==> config.mk <==
export PLATFORM = sky130hd
export DESIGN_NAME = keypad_frame_tx
export DESIGN_NICKNAME = d
export VERILOG_FILES = /design/src/rtl/keypad_pkg.sv /design/src/rtl/keypad_frame_rom.sv /design/src/rtl/keypad_frame_tx.sv
export SDC_FILE = /design/constraint.sdc
export NUM_CORES = 1
export LEC_CHECK = 0
export ABC_AREA = 1
export CORE_MARGIN = 5
export CORE_UTILIZATION = 54
export CTS_CLUSTER_DIAMETER = 60
export CTS_CLUSTER_SIZE = 10
export DETAILED_ROUTE_END_ITERATION = 12
export HOLD_SLACK_MARGIN = 0.03
export PLACE_DENSITY = 0.8
export SLEW_MARGIN = 20
export SYNTH_ARGS = -nofsm -noshare
export SYNTH_HDL_FRONTEND = slang
export SYNTH_HIERARCHICAL = 1
export SYNTH_SLANG_ARGS = --single-unit
==> constraint.sdc <==
create_clock -name clk -period 2.54 [get_ports clk]
set_input_delay 0.381 -clock clk [delete_from_list [all_inputs] [get_ports clk]]
set_output_delay 0.381 -clock clk [all_outputs]
set_load 0.01 [all_outputs]
==> src/rtl/keypad_pkg.sv <==
// Shared keypad protocol definitions: symbol codes, command ops, frame lengths,
// transmitter FSM states and the BCD digit check used on command acceptance.
package keypad_pkg;

    localparam logic [3:0] PAD_0 = 4'b0000;
    localparam logic [3:0] PAD_1 = 4'b0001;
    localparam logic [3:0] PAD_2 = 4'b0010;
    localparam logic [3:0] PAD_3 = 4'b0011;
    localparam logic [3:0] PAD_4 = 4'b0100;
    localparam logic [3:0] PAD_5 = 4'b0101;
    localparam logic [3:0] PAD_6 = 4'b0110;
    localparam logic [3:0] PAD_7 = 4'b0111;
    localparam logic [3:0] PAD_8 = 4'b1000;
    localparam logic [3:0] PAD_9 = 4'b1001;
    localparam logic [3:0] PAD_S = 4'b1010;
    localparam logic [3:0] PAD_M = 4'b1011;
    localparam logic [3:0] PAD_K = 4'b1111;

    typedef enum logic [1:0] {
        OP_LOGIN       = 2'd0,
        OP_ADD_USER    = 2'd1,
        OP_SELECT_USER = 2'd2,
        OP_REMOVE_USER = 2'd3
    } cmd_op_t;

    localparam logic [3:0] LEN_LOGIN  = 4'd13;
    localparam logic [3:0] LEN_ADD    = 4'd11;
    localparam logic [3:0] LEN_SELECT = 4'd6;
    localparam logic [3:0] LEN_REMOVE = 4'd6;

    typedef enum logic [1:0] {
        ST_IDLE = 2'd0,
        ST_SEND = 2'd1,
        ST_GAP  = 2'd2
    } state_t;

    function automatic logic [3:0] frame_len(input cmd_op_t op);
        case (op)
            OP_LOGIN:    frame_len = LEN_LOGIN;
            OP_ADD_USER: frame_len = LEN_ADD;
            OP_SELECT_USER: frame_len = LEN_SELECT;
            default:     frame_len = LEN_REMOVE;
        endcase
    endfunction

    // Password digits only matter for ops whose frame carries them.
    function automatic logic digits_ok(input cmd_op_t op, input logic [11:0] id,
                                       input logic [15:0] pw);
        logic ok;
        ok = (id[11:8] <= PAD_9) && (id[7:4] <= PAD_9) && (id[3:0] <= PAD_9);
        if (op == OP_LOGIN || op == OP_ADD_USER) begin
            ok = ok && (pw[15:12] <= PAD_9) && (pw[11:8] <= PAD_9) &&
                 (pw[7:4] <= PAD_9) && (pw[3:0] <= PAD_9);
        end
        digits_ok = ok;
    endfunction

endpackage

==> src/rtl/keypad_frame_rom.sv <==
// Combinational frame table: symbol at position idx of the frame for op,
// plus a flag marking the final symbol of that frame.
module keypad_frame_rom
    import keypad_pkg::*;
(
    input  cmd_op_t     op,
    input  logic [3:0]  idx,
    input  logic [11:0] id,
    input  logic [15:0] pw,
    output logic [3:0]  symbol,
    output logic        last
);

    always_comb begin
        symbol = PAD_K;
        case (op)
            OP_LOGIN: begin
                case (idx)
                    4'd0, 4'd4, 4'd6, 4'd11: symbol = PAD_S;
                    4'd1:  symbol = id[11:8];
                    4'd2:  symbol = id[7:4];
                    4'd3:  symbol = id[3:0];
                    4'd5, 4'd12: symbol = PAD_M;
                    4'd7:  symbol = pw[15:12];
                    4'd8:  symbol = pw[11:8];
                    4'd9:  symbol = pw[7:4];
                    4'd10: symbol = pw[3:0];
                    default: symbol = PAD_K;
                endcase
            end
            OP_ADD_USER: begin
                case (idx)
                    4'd0, 4'd9: symbol = PAD_S;
                    4'd1: symbol = id[11:8];
                    4'd2: symbol = id[7:4];
                    4'd3: symbol = id[3:0];
                    4'd4, 4'd10: symbol = PAD_M;
                    4'd5: symbol = pw[15:12];
                    4'd6: symbol = pw[11:8];
                    4'd7: symbol = pw[7:4];
                    4'd8: symbol = pw[3:0];
                    default: symbol = PAD_K;
                endcase
            end
            default: begin
                // SELECT ends M M, REMOVE ends S M; both share the id prefix.
                case (idx)
                    4'd0: symbol = PAD_S;
                    4'd1: symbol = id[11:8];
                    4'd2: symbol = id[7:4];
                    4'd3: symbol = id[3:0];
                    4'd4: symbol = (op == OP_SELECT_USER) ? PAD_M : PAD_S;
                    4'd5: symbol = PAD_M;
                    default: symbol = PAD_K;
                endcase
            end
        endcase
    end

    assign last = (idx == 4'(frame_len(op) - 4'd1));

endmodule

==> src/rtl/keypad_frame_tx.sv <==
// Keypad frame transmitter: serialises one accepted command into keypad codes.
// Optional post-frame idle gap is built when KEYPAD_TX_GAP_EN is defined.
module keypad_frame_tx
    import keypad_pkg::*;
#(
    parameter int HOLD       = 1,
    parameter int GAP_CYCLES = 2
) (
    input  logic        clk,
    input  logic        rst,
    input  logic        cmd_valid,
    output logic        cmd_ready,
    input  logic [1:0]  cmd_op,
    input  logic [11:0] cmd_id,
    input  logic [15:0] cmd_pw,
    output logic [3:0]  key,
    output logic        key_valid,
    output logic        frame_done,
    output logic        cmd_err
);

    if ((HOLD < 1) || (HOLD > 15) || (GAP_CYCLES < 1) || (GAP_CYCLES > 256)) begin : g_bad_param
        $error("keypad_frame_tx: HOLD must be 1..15 and GAP_CYCLES 1..256");
    end

    localparam logic [3:0] HOLD_LAST = 4'(HOLD - 1);

    state_t      state, state_d;
    cmd_op_t     op_q, op_d;
    logic [11:0] id_q, id_d;
    logic [15:0] pw_q, pw_d;
    logic [3:0]  idx_q, idx_d, hold_q, hold_d;
    logic        last_q, last_d;
    logic [3:0]  key_d;
    logic        key_valid_d, frame_done_d, cmd_err_d;
    logic [3:0]  rom_sym;
    logic        rom_last;
    logic        accept;
`ifdef KEYPAD_TX_GAP_EN
    localparam logic [7:0] GAP_LAST = 8'(GAP_CYCLES - 1);
    logic [7:0]  gap_q, gap_d;
`endif

    assign cmd_ready = (state == ST_IDLE) & ~rst;
    assign accept    = cmd_valid & cmd_ready;

    // The ROM looks one symbol ahead so key can be loaded as a register.
    keypad_frame_rom u_rom (
        .op     (op_q),
        .idx    (idx_q + 4'd1),
        .id     (id_q),
        .pw     (pw_q),
        .symbol (rom_sym),
        .last   (rom_last)
    );

    always_comb begin
        state_d      = state;
        op_d         = op_q;
        id_d         = id_q;
        pw_d         = pw_q;
        idx_d        = idx_q;
        hold_d       = hold_q;
        last_d       = last_q;
        key_d        = key;
        key_valid_d  = key_valid;
        frame_done_d = 1'b0;
        cmd_err_d    = 1'b0;
`ifdef KEYPAD_TX_GAP_EN
        gap_d        = gap_q;
`endif
        case (state)
            ST_IDLE: begin
                if (accept) begin
                    if (digits_ok(cmd_op_t'(cmd_op), cmd_id, cmd_pw)) begin
                        op_d        = cmd_op_t'(cmd_op);
                        id_d        = cmd_id;
                        pw_d        = cmd_pw;
                        idx_d       = 4'd0;
                        hold_d      = 4'd0;
                        last_d      = 1'b0;
                        key_d       = PAD_S;
                        key_valid_d = 1'b1;
                        state_d     = ST_SEND;
                    end else begin
                        cmd_err_d = 1'b1;
                    end
                end
            end
            ST_SEND: begin
                if (hold_q == HOLD_LAST) begin
                    hold_d = 4'd0;
                    if (last_q) begin
                        key_d        = PAD_K;
                        key_valid_d  = 1'b0;
                        frame_done_d = 1'b1;
`ifdef KEYPAD_TX_GAP_EN
                        gap_d        = 8'd0;
                        state_d      = ST_GAP;
`else
                        state_d      = ST_IDLE;
`endif
                    end else begin
                        idx_d  = idx_q + 4'd1;
                        key_d  = rom_sym;
                        last_d = rom_last;
                    end
                end else begin
                    hold_d = hold_q + 4'd1;
                end
            end
`ifdef KEYPAD_TX_GAP_EN
            ST_GAP: begin
                if (gap_q == GAP_LAST) state_d = ST_IDLE;
                else                   gap_d   = gap_q + 8'd1;
            end
`endif
            default: state_d = ST_IDLE;
        endcase
    end

    always_ff @(posedge clk) begin
        if (rst) begin
            state      <= ST_IDLE;
            op_q       <= OP_LOGIN;
            id_q       <= '0;
            pw_q       <= '0;
            idx_q      <= '0;
            hold_q     <= '0;
            last_q     <= 1'b0;
            key        <= PAD_K;
            key_valid  <= 1'b0;
            frame_done <= 1'b0;
            cmd_err    <= 1'b0;
`ifdef KEYPAD_TX_GAP_EN
            gap_q      <= '0;
`endif
        end else begin
            state      <= state_d;
            op_q       <= op_d;
            id_q       <= id_d;
            pw_q       <= pw_d;
            idx_q      <= idx_d;
            hold_q     <= hold_d;
            last_q     <= last_d;
            key        <= key_d;
            key_valid  <= key_valid_d;
            frame_done <= frame_done_d;
            cmd_err    <= cmd_err_d;
`ifdef KEYPAD_TX_GAP_EN
            gap_q      <= gap_d;
`endif
        end
    end

endmodule

==> impl_metrics.sql, run 1 <==
INSERT INTO impl_metrics (metric_group, metric, value, unit) VALUES
('synthesis', 'predominant_post_synthesis_flop_cell', 'sky130_fd_sc_hd__dfxtp_1', ''),
('finish', 'post_route_cells_drive_above_1_share', '15.32', '%'),
('timing', 'timing_max_transition_violations_final', '0', ''),
('finish', 'fin_nets', '492', ''),
('synthesis', 'mappedNetlistNets', '451', ''),
('grt', 'grt_pass1_vias', '2772', ''),
('drt', 'drt_pass1_iterations', '6', ''),
('cts', 'tritoncts', 'done', ''),
('timing', 'skew', '0.01190', 'ns'),
('worst_setup_path', 'worst_r2r_setup_slack', '0.32', 'ns'),
('drt', 'met3_wirelength', '559', 'microns'),
('drt', 'routed-wl-met2', '3.361', 'mm'),
('drt', 'drc_errors', '0', ''),
('timing', 'finalHoldWorstSlack', '0.4574', 'ns'),
('floorplanning', 'floorplan.io_pins', '41', ''),
('finish', 'syn_to_final_growth', '20.06', '%'),
('cts', 'cts_hold_repair.buffers', '0', ''),
('worst_setup_path', 'arrival', '2.45', 'ns'),
('floorplanning', 'floorplan.die_area', '6567', 'sq um'),
('pwr', 'p_leak', '1.302', 'nW'),
('outcome', 'status', 'completed', ''),
('grt', 'grt_max_degree', '32', ''),
('synthesis', 'netlist_area', '2725', 'sq um'),
('drt', 'detailroute.via_count', '2848', ''),
('placement', 'dp_hpwl', '5.691', 'mm'),
('worst_setup_path', 'crit_path_end_kind', 'flop', ''),
('synthesis', 'post_synth_num_cell_types', '31', ''),
('timing', 'slew_headroom', '65.48', '%'),
('synthesis', 'yosys_warnings', '6', ''),
('worst_setup_path', 'crit_path_start', 'idx_q[0]', ''),
('floorplanning', 'core_area', '4817', 'sq um'),
('grt', 'groute.usage.overall', '24.40', '%'),
('timing', 'finalCriticalPeriod', '2.223', 'ns'),
('worst_setup_path', 'timing.critical_path.to', 'key[3]', ''),
('synthesis', 'synth_sequential_area_ratio', '33.79', '%'),
('worst_setup_path', 'r2r_end', 'key[3]', ''),
('cts', 'postCtsResizedCells', '0', ''),
('synthesis', 'ys_seq_elements', '46', ''),
('cts', 'cts_made_buffers', '5', ''),
('grt', 'grt_remaining_overflow', '0', ''),
('drt', 'total_routed_length', '7.397', 'mm'),
('drt', 'post_detailed_route_wirelength_per_cell', '14.12', 'microns'),
('grt', 'grt_pass1_wl', '12.65', 'mm'),
('cts', 'cts.clk_slew.worst_paths', '0.09', 'ns'),
('finish', 'layout.cells.most_common_list', '112 x sky130_fd_sc_hd__nand2_1, 58 x sky130_fd_sc_hd__nor2_1, 46 x sky130_fd_sc_hd__dfxtp_1, 44 x sky130_fd_sc_hd__nand3_1, 40 x sky130_fd_sc_hd__clkdlybuf4s50_1', ''),
('floorplanning', 'floorplan.die.height', '81.04', 'microns'),
('drt', 'drtIter0Drc', '262', ''),
('placement', 'finalWeightedCongestion', '1.050', ''),
('job', 'max-cap-violations', '0', ''),
('timing', 'achievable-frequency', '449.8', 'MHz'),
('synthesis', 'synth-edff-count', '0', ''),
('finish', 'finish.utilization', '67.92', '%'),
('cts', 'cts_setup_buffers', '0', ''),
('floorplanning', 'initial_core_util', '56.57', '%'),
('timing', 'setup_violations', '0', ''),
('synthesis', 'syn_area_per_cell', '6.567', 'sq um'),
('timing', 'finalCritPeriodShare', '87.53', '%'),
('worst_setup_path', 'critPathKind', 'flop to flop', ''),
('worst_setup_path', 'worstSetupStartpointType', 'flop', ''),
('finish', 'final_common_cell', 'sky130_fd_sc_hd__nand2_1', ''),
('timing', 'worst_slew_pin_slew', '0.5158', 'ns'),
('cts', 'bufs_on_longest_clock_path', '2', ''),
('grt', 'grt_antenna_before_repair', '0', ''),
('timing', 'totalNegativeSetupSlack', '0', 'ns'),
('cts', 'cts_htree_levels', '2', ''),
('pwr', 'pwr_density_cell', '447.6', 'nW/um^2'),
('worst_setup_path', 'regToRegStartpoint', 'idx_q[0]', ''),
('drt', 'highest_layer', 'met4', ''),
('worst_setup_path', 'worstPathMaxFanout', '7', ''),
('cts', 'clkLatencyLatePin', '0.30', 'ns'),
('cts', 'cts_root_buf', 'sky130_fd_sc_hd__clkbuf_8', '');
==> report_power, final <==
group          leakage (nW)  switching [mW]  internal [mW]  total (mW)
combinational         0.881           0.150          0.110       0.260
clock                0.0483           0.257          0.194       0.452
sequential            0.372          0.0148          0.738       0.753
==> worst min-delay path by stage <==
stage	start	endpoint	slack (ns)	depth (start not counted)
after floorplan	pw_q[14]	pw_q[14]	0.46	2
after global placement	key[2]	key[2]	0.44	2
after detailed placement	key[2]	key[2]	0.44	2
after CTS	key[2]	key[2]	0.46	2
after global routing	id_q[9]	id_q[9]	0.51	2
final	key[2]	key[2]	0.46	2
==> Yosys cell counts, drive strengths merged (2+ instances only) <==
cell	n	area share [%]
nand4	3	0.69
nor2	64	9.6
a22o	2	0.64
nor3	3	0.55
clkbuf	3	0.41
ha	3	1.4
o21ai	15	2.8
xor2	2	0.64
a21oi	47	11
nand3	45	8.7
nand2	135	21
inv	32	4.4
buf	9	2.6
dfxtp	46	34
==> critical path: stages (launching register included) <==
cell	delay [ns]
sky130_fd_sc_hd__dfxtp_1	0.39
sky130_fd_sc_hd__ha_1	0.17
sky130_fd_sc_hd__xor2_1	0.21
sky130_fd_sc_hd__buf_4	0.21
sky130_fd_sc_hd__nand2_2	0.10
sky130_fd_sc_hd__nor2_2	0.25
sky130_fd_sc_hd__inv_1	0.10
sky130_fd_sc_hd__nor2_1	0.18
sky130_fd_sc_hd__nor2_1	0.08
sky130_fd_sc_hd__nand3_1	0.08
sky130_fd_sc_hd__a21oi_1	0.06
sky130_fd_sc_hd__nand2_1	0.07
sky130_fd_sc_hd__nor2_1	0.04
sky130_fd_sc_hd__nand2_1	0.06
sky130_fd_sc_hd__nand3_1	0.08
sky130_fd_sc_hd__nand3_1	0.08
==> state kept, by name, indices dropped and copies added (netlist names) <==
register and cells:
key 4, op_q 2, hold_q 4, id_q 12
pw_q 16, frame_done 1, last_q 1, cmd_err 1
key_valid 1, idx_q 4
==> metal layers <==
metal | vias to the layer above | track usage (%)
met2 | 121 | 40.97
met1 | 1283 | 32.22
met3 | 18 | 4.102
met4 | 0 | 6.757
li1 | 1426 | -
met5 | - | 0
==> area by class of cell <==
type                    instances  area, sq um
flip-flops and latches         46        920.9
fillers                       453         1545
clock inverters                 3        18.77
well taps                      67        83.83
multi-input cells             324         1597
inverters                      33        125.1
repair buffers                 46        457.9
clock buffers                   5        68.82
==> metrics by stage <==
step	cell area (sq um)	total power [mW]	instances	setup slack (ns)
after CTS	3272	1.465	524	0.3476
after global routing	3272	1.534	524	0.04938
after global placement	3184	1.023	516	0.3852
after floorplan	2725	0.9153	415	0.4502
after detailed placement	3184	1.024	516	0.4017
final	3272	1.465	524	0.3166
==> cell families (layout without fill, tap and decap cells) <==
group | count (synthesis) | count (layout) | share of synthesized area (%)
simple gates | 252 | 252 | 40.86
compound gates | 66 | 66 | 15.38
flops | 46 | 46 | 33.79
fa+ha+maj | 3 | 3 | 1.378
buf+inv | 45 | 87 | 7.621
xor+xnor | 3 | 3 | 0.9644
(Power assumes the default switching activity.)
==> run 2: changes to the inputs <==
Settings changed: CELL_PAD_IN_SITES_DETAIL_PLACEMENT set to 0, CELL_PAD_IN_SITES_GLOBAL_PLACEMENT set to 1, CORE_UTILIZATION 54 to 38, PLACE_DENSITY 0.8 to unset, PLACE_DENSITY_LB_ADDON set to 0.1.
==> impl_metrics.sql, run 2 (synthesis gave the netlist of run 1 again) <==
INSERT INTO impl_metrics (metric_group, metric, value, unit) VALUES
('outcome', 'status', 'completed', ''),
('cts', 'bufs_on_longest_clock_path', '2', ''),
('floorplanning', 'floorplan.die.height', '94.69', 'microns'),
('timing', 'skew', '0.008480', 'ns'),
('cts', 'tritoncts', 'done', ''),
('placement', 'dp_hpwl', '6.049', 'mm'),
('cts', 'postCtsResizedCells', '0', ''),
('drt', 'drtIter0Drc', '168', ''),
('floorplanning', 'core_area', '6869', 'sq um'),
('cts', 'cts_root_buf', 'sky130_fd_sc_hd__clkbuf_8', ''),
('grt', 'grt_pass1_wl', '12.97', 'mm'),
('floorplanning', 'rows', '30', ''),
('finish', 'max_flop_register', 'pw_q', ''),
('placement', 'finalWeightedCongestion', '0.9734', ''),
('floorplanning', 'initial_core_util', '39.67', '%'),
('finish', 'post_route_cells_drive_above_1_share', '15.69', '%'),
('worst_setup_path', 'worst-endpoint-required', '2.77', 'ns'),
('worst_setup_path', 'crit_path_start', 'idx_q[0]', ''),
('cts', 'cts_htree_levels', '2', ''),
('worst_setup_path', 'worst_r2r_setup_slack', '0.36', 'ns'),
('finish', 'fin_nets', '494', ''),
('worst_setup_path', 'crit_path_end_kind', 'flop', ''),
('placement', 'placement.io_buffers', '40', ''),
('finish', 'syn_to_final_growth', '22.13', '%'),
('timing', 'achievable-frequency', '457.8', 'MHz'),
('worst_setup_path', 'crit_path_top_delay_cell', 'sky130_fd_sc_hd__dfxtp_1', ''),
('timing', 'grt_setup_unrepaired', 'no', ''),
('finish', 'num-fill-cells', '770', ''),
('finish', 'finish.instance_area', '3328', 'sq um'),
('worst_setup_path', 'arrival', '2.41', 'ns'),
('cts', 'cts_made_buffers', '5', ''),
('worst_setup_path', 'regToRegStartpoint', 'idx_q[0]', ''),
('drt', 'total_routed_length', '7.636', 'mm'),
('worst_setup_path', 'worstSetupStartpointType', 'flop', ''),
('drt', 'postRouteAntennaNets', '0', ''),
('grt', 'grt_antenna_before_repair', '0', ''),
('finish', 'final_common_cell', 'sky130_fd_sc_hd__nand2_1', ''),
('finish', 'diode_insertion_count_for_antenna_repair', '0', ''),
('worst_setup_path', 'critical_path.cell_chain', 'ha_1, xor2_1, buf_4, inv_2, nand2_1, nor2_1, nand2_1, and3_1, nand2_1, nand2_1, nand3_1, nor2_1, nor2_1, nand3_1, nand3_1', ''),
('pwr', 'p_leak', '1.316', 'nW'),
('finish', 'layout.cells.most_common_list', '112 x sky130_fd_sc_hd__nand2_1, 58 x sky130_fd_sc_hd__nor2_1, 46 x sky130_fd_sc_hd__dfxtp_1, 44 x sky130_fd_sc_hd__nand3_1, 40 x sky130_fd_sc_hd__clkdlybuf4s50_1', ''),
('timing', 'finalHoldWorstSlack', '0.4612', 'ns'),
('timing', 'worst_slew_pin_slew', '0.6187', 'ns'),
('timing', 'finalCriticalPeriod', '2.184', 'ns'),
('pwr', 'worst_ir_drop_vdd', '0.0002276', 'V'),
('floorplanning', 'die_x', '94.69', 'microns'),
('pwr', 'pwr_density_cell', '453.5', 'nW/um^2'),
('grt', 'grtUsageMet2', '30.65', '%'),
('grt', 'grt_remaining_overflow', '0', ''),
('job', 'max-cap-violations', '0', ''),
('grt', 'groute.layer.met1.usage', '24.96', '%'),
('worst_setup_path', 'timing.critical_path.slowest_cell_delay', '0.34', 'ns'),
('grt', 'busiest_layer', 'met2', ''),
('floorplanning', 'floorplan.die_area', '8965', 'sq um'),
('worst_setup_path', 'timing.reg2reg.worst_path_depth', '15', ''),
('worst_setup_path', 'worstPathMaxFanout', '8', ''),
('grt', 'groute.usage.overall', '18.34', '%'),
('cts', 'cts.clk_slew.worst_paths', '0.09', 'ns'),
('drt', 'drt-vias-per-instance', '4.939', ''),
('timing', 'setup_violations', '0', ''),
('finish', 'reg_top3', 'pw_q (16), id_q (12)', ''),
('cts', 'clkLatencyLatePin', '0.30', 'ns'),
('grt', 'grt_pass1_vias', '2693', ''),
('cts', 'cts_hold_repair.buffers', '0', ''),
('drt', 'post_detailed_route_wirelength_per_cell', '13.76', 'microns'),
('cts', 'cts_setup_buffers', '0', ''),
('worst_setup_path', 'cp_common_cell', 'sky130_fd_sc_hd__nand2_1', ''),
('cts', 'clkSinkCount', '46', ''),
('timing', 'timing_max_transition_violations_final', '0', ''),
('drt', 'drc_errors', '0', ''),
('timing', 'slew_headroom', '58.47', '%'),
('hold_path', 'min_from', 'key[2]', ''),
('worst_setup_path', 'r2r_end', 'key[0]', ''),
('timing', 'finalCritPeriodShare', '86.00', '%'),
('floorplanning', 'floorplan.io_pins', '41', ''),
('drt', 'detailroute.via_count', '2741', ''),
('placement', 'place_area', '3223', 'sq um'),
('timing', 'totalNegativeSetupSlack', '0', 'ns'),
('grt', 'grt_max_degree', '32', ''),
('grt', 'grt_use_met3', '2.470', '%'),
('worst_setup_path', 'critPathKind', 'flop to flop', ''),
('drt', 'drt_pass1_iterations', '5', ''),
('worst_setup_path', 'timing.critical_path.to', 'key[0]', ''),
('finish', 'number_of_flip_flops_under_the_largest_register_name', '16', ''),
('timing', 'finalHoldViolCount', '0', ''),
('hold_path', 'worst_hold_path_type', 'flop to flop', '');
==> run 2: report_power, final <==
group          total [mW]  switching (mW)  internal, mW
Sequential          0.751          0.0130         0.738
Combinational       0.260           0.151         0.110
Clock               0.498           0.248         0.250
==> run 2: how the worst min path moves through the flow <==
stage                     slack (ns)  cells past startpoint       end
final                           0.46                      2    key[2]
after CTS                       0.47                      2    key[2]
after global routing            0.50                      2    key[2]
after detailed placement        0.45                      2    key[2]
after floorplan                 0.46                      2  pw_q[14]
after global placement          0.44                      2    key[2]
==> run 2: metrics by stage <==
| step | total power, mW | setup slack (ns) | instances | util [%] |
|---|---|---|---|---|
| 6_report | 1.509 | 0.3557 | 555 | 48.45 |
| 4_1_cts | 1.530 | 0.3555 | 555 | 48.45 |
| 3_3_place_gp | 1.030 | 0.3605 | 547 | 46.92 |
| 3_5_place_dp | 1.030 | 0.3806 | 547 | 46.92 |
| 5_1_grt | 1.591 | 0.08726 | 555 | 48.45 |
| 2_1_floorplan | 0.9153 | 0.4502 | 415 | - |
==> run 2: per-layer routing <==
layer | wire length (microns) | part of all wire (%)
met1 | 3700 | 48
met2 | 3616 | 47
met3 | 281 | 3.7
met4 | 38 | 0.50
met5 | 0 | 0
==> run 2: cell type report <==
class	instances	area [sq um]	area share [%]
multi-input combinational	324	1597	47.97
timing repair buffer	48	460.4	13.83
inverter	33	125.1	3.759
clock buffer	7	96.34	2.895
clock inverter	1	8.758	0.2632
tap	96	120.1	3.609
sequential	46	920.9	27.67
==> run 2: critical path: cells and delay by family, from the launching register on <==
family                     cells  cell delay, ns
and+or+nand+nor               11            1.17
DFF                            1            0.34
buffers and inverters          2            0.27
adders and majority gates      1            0.20
xor gates and xnor gates       1            0.14
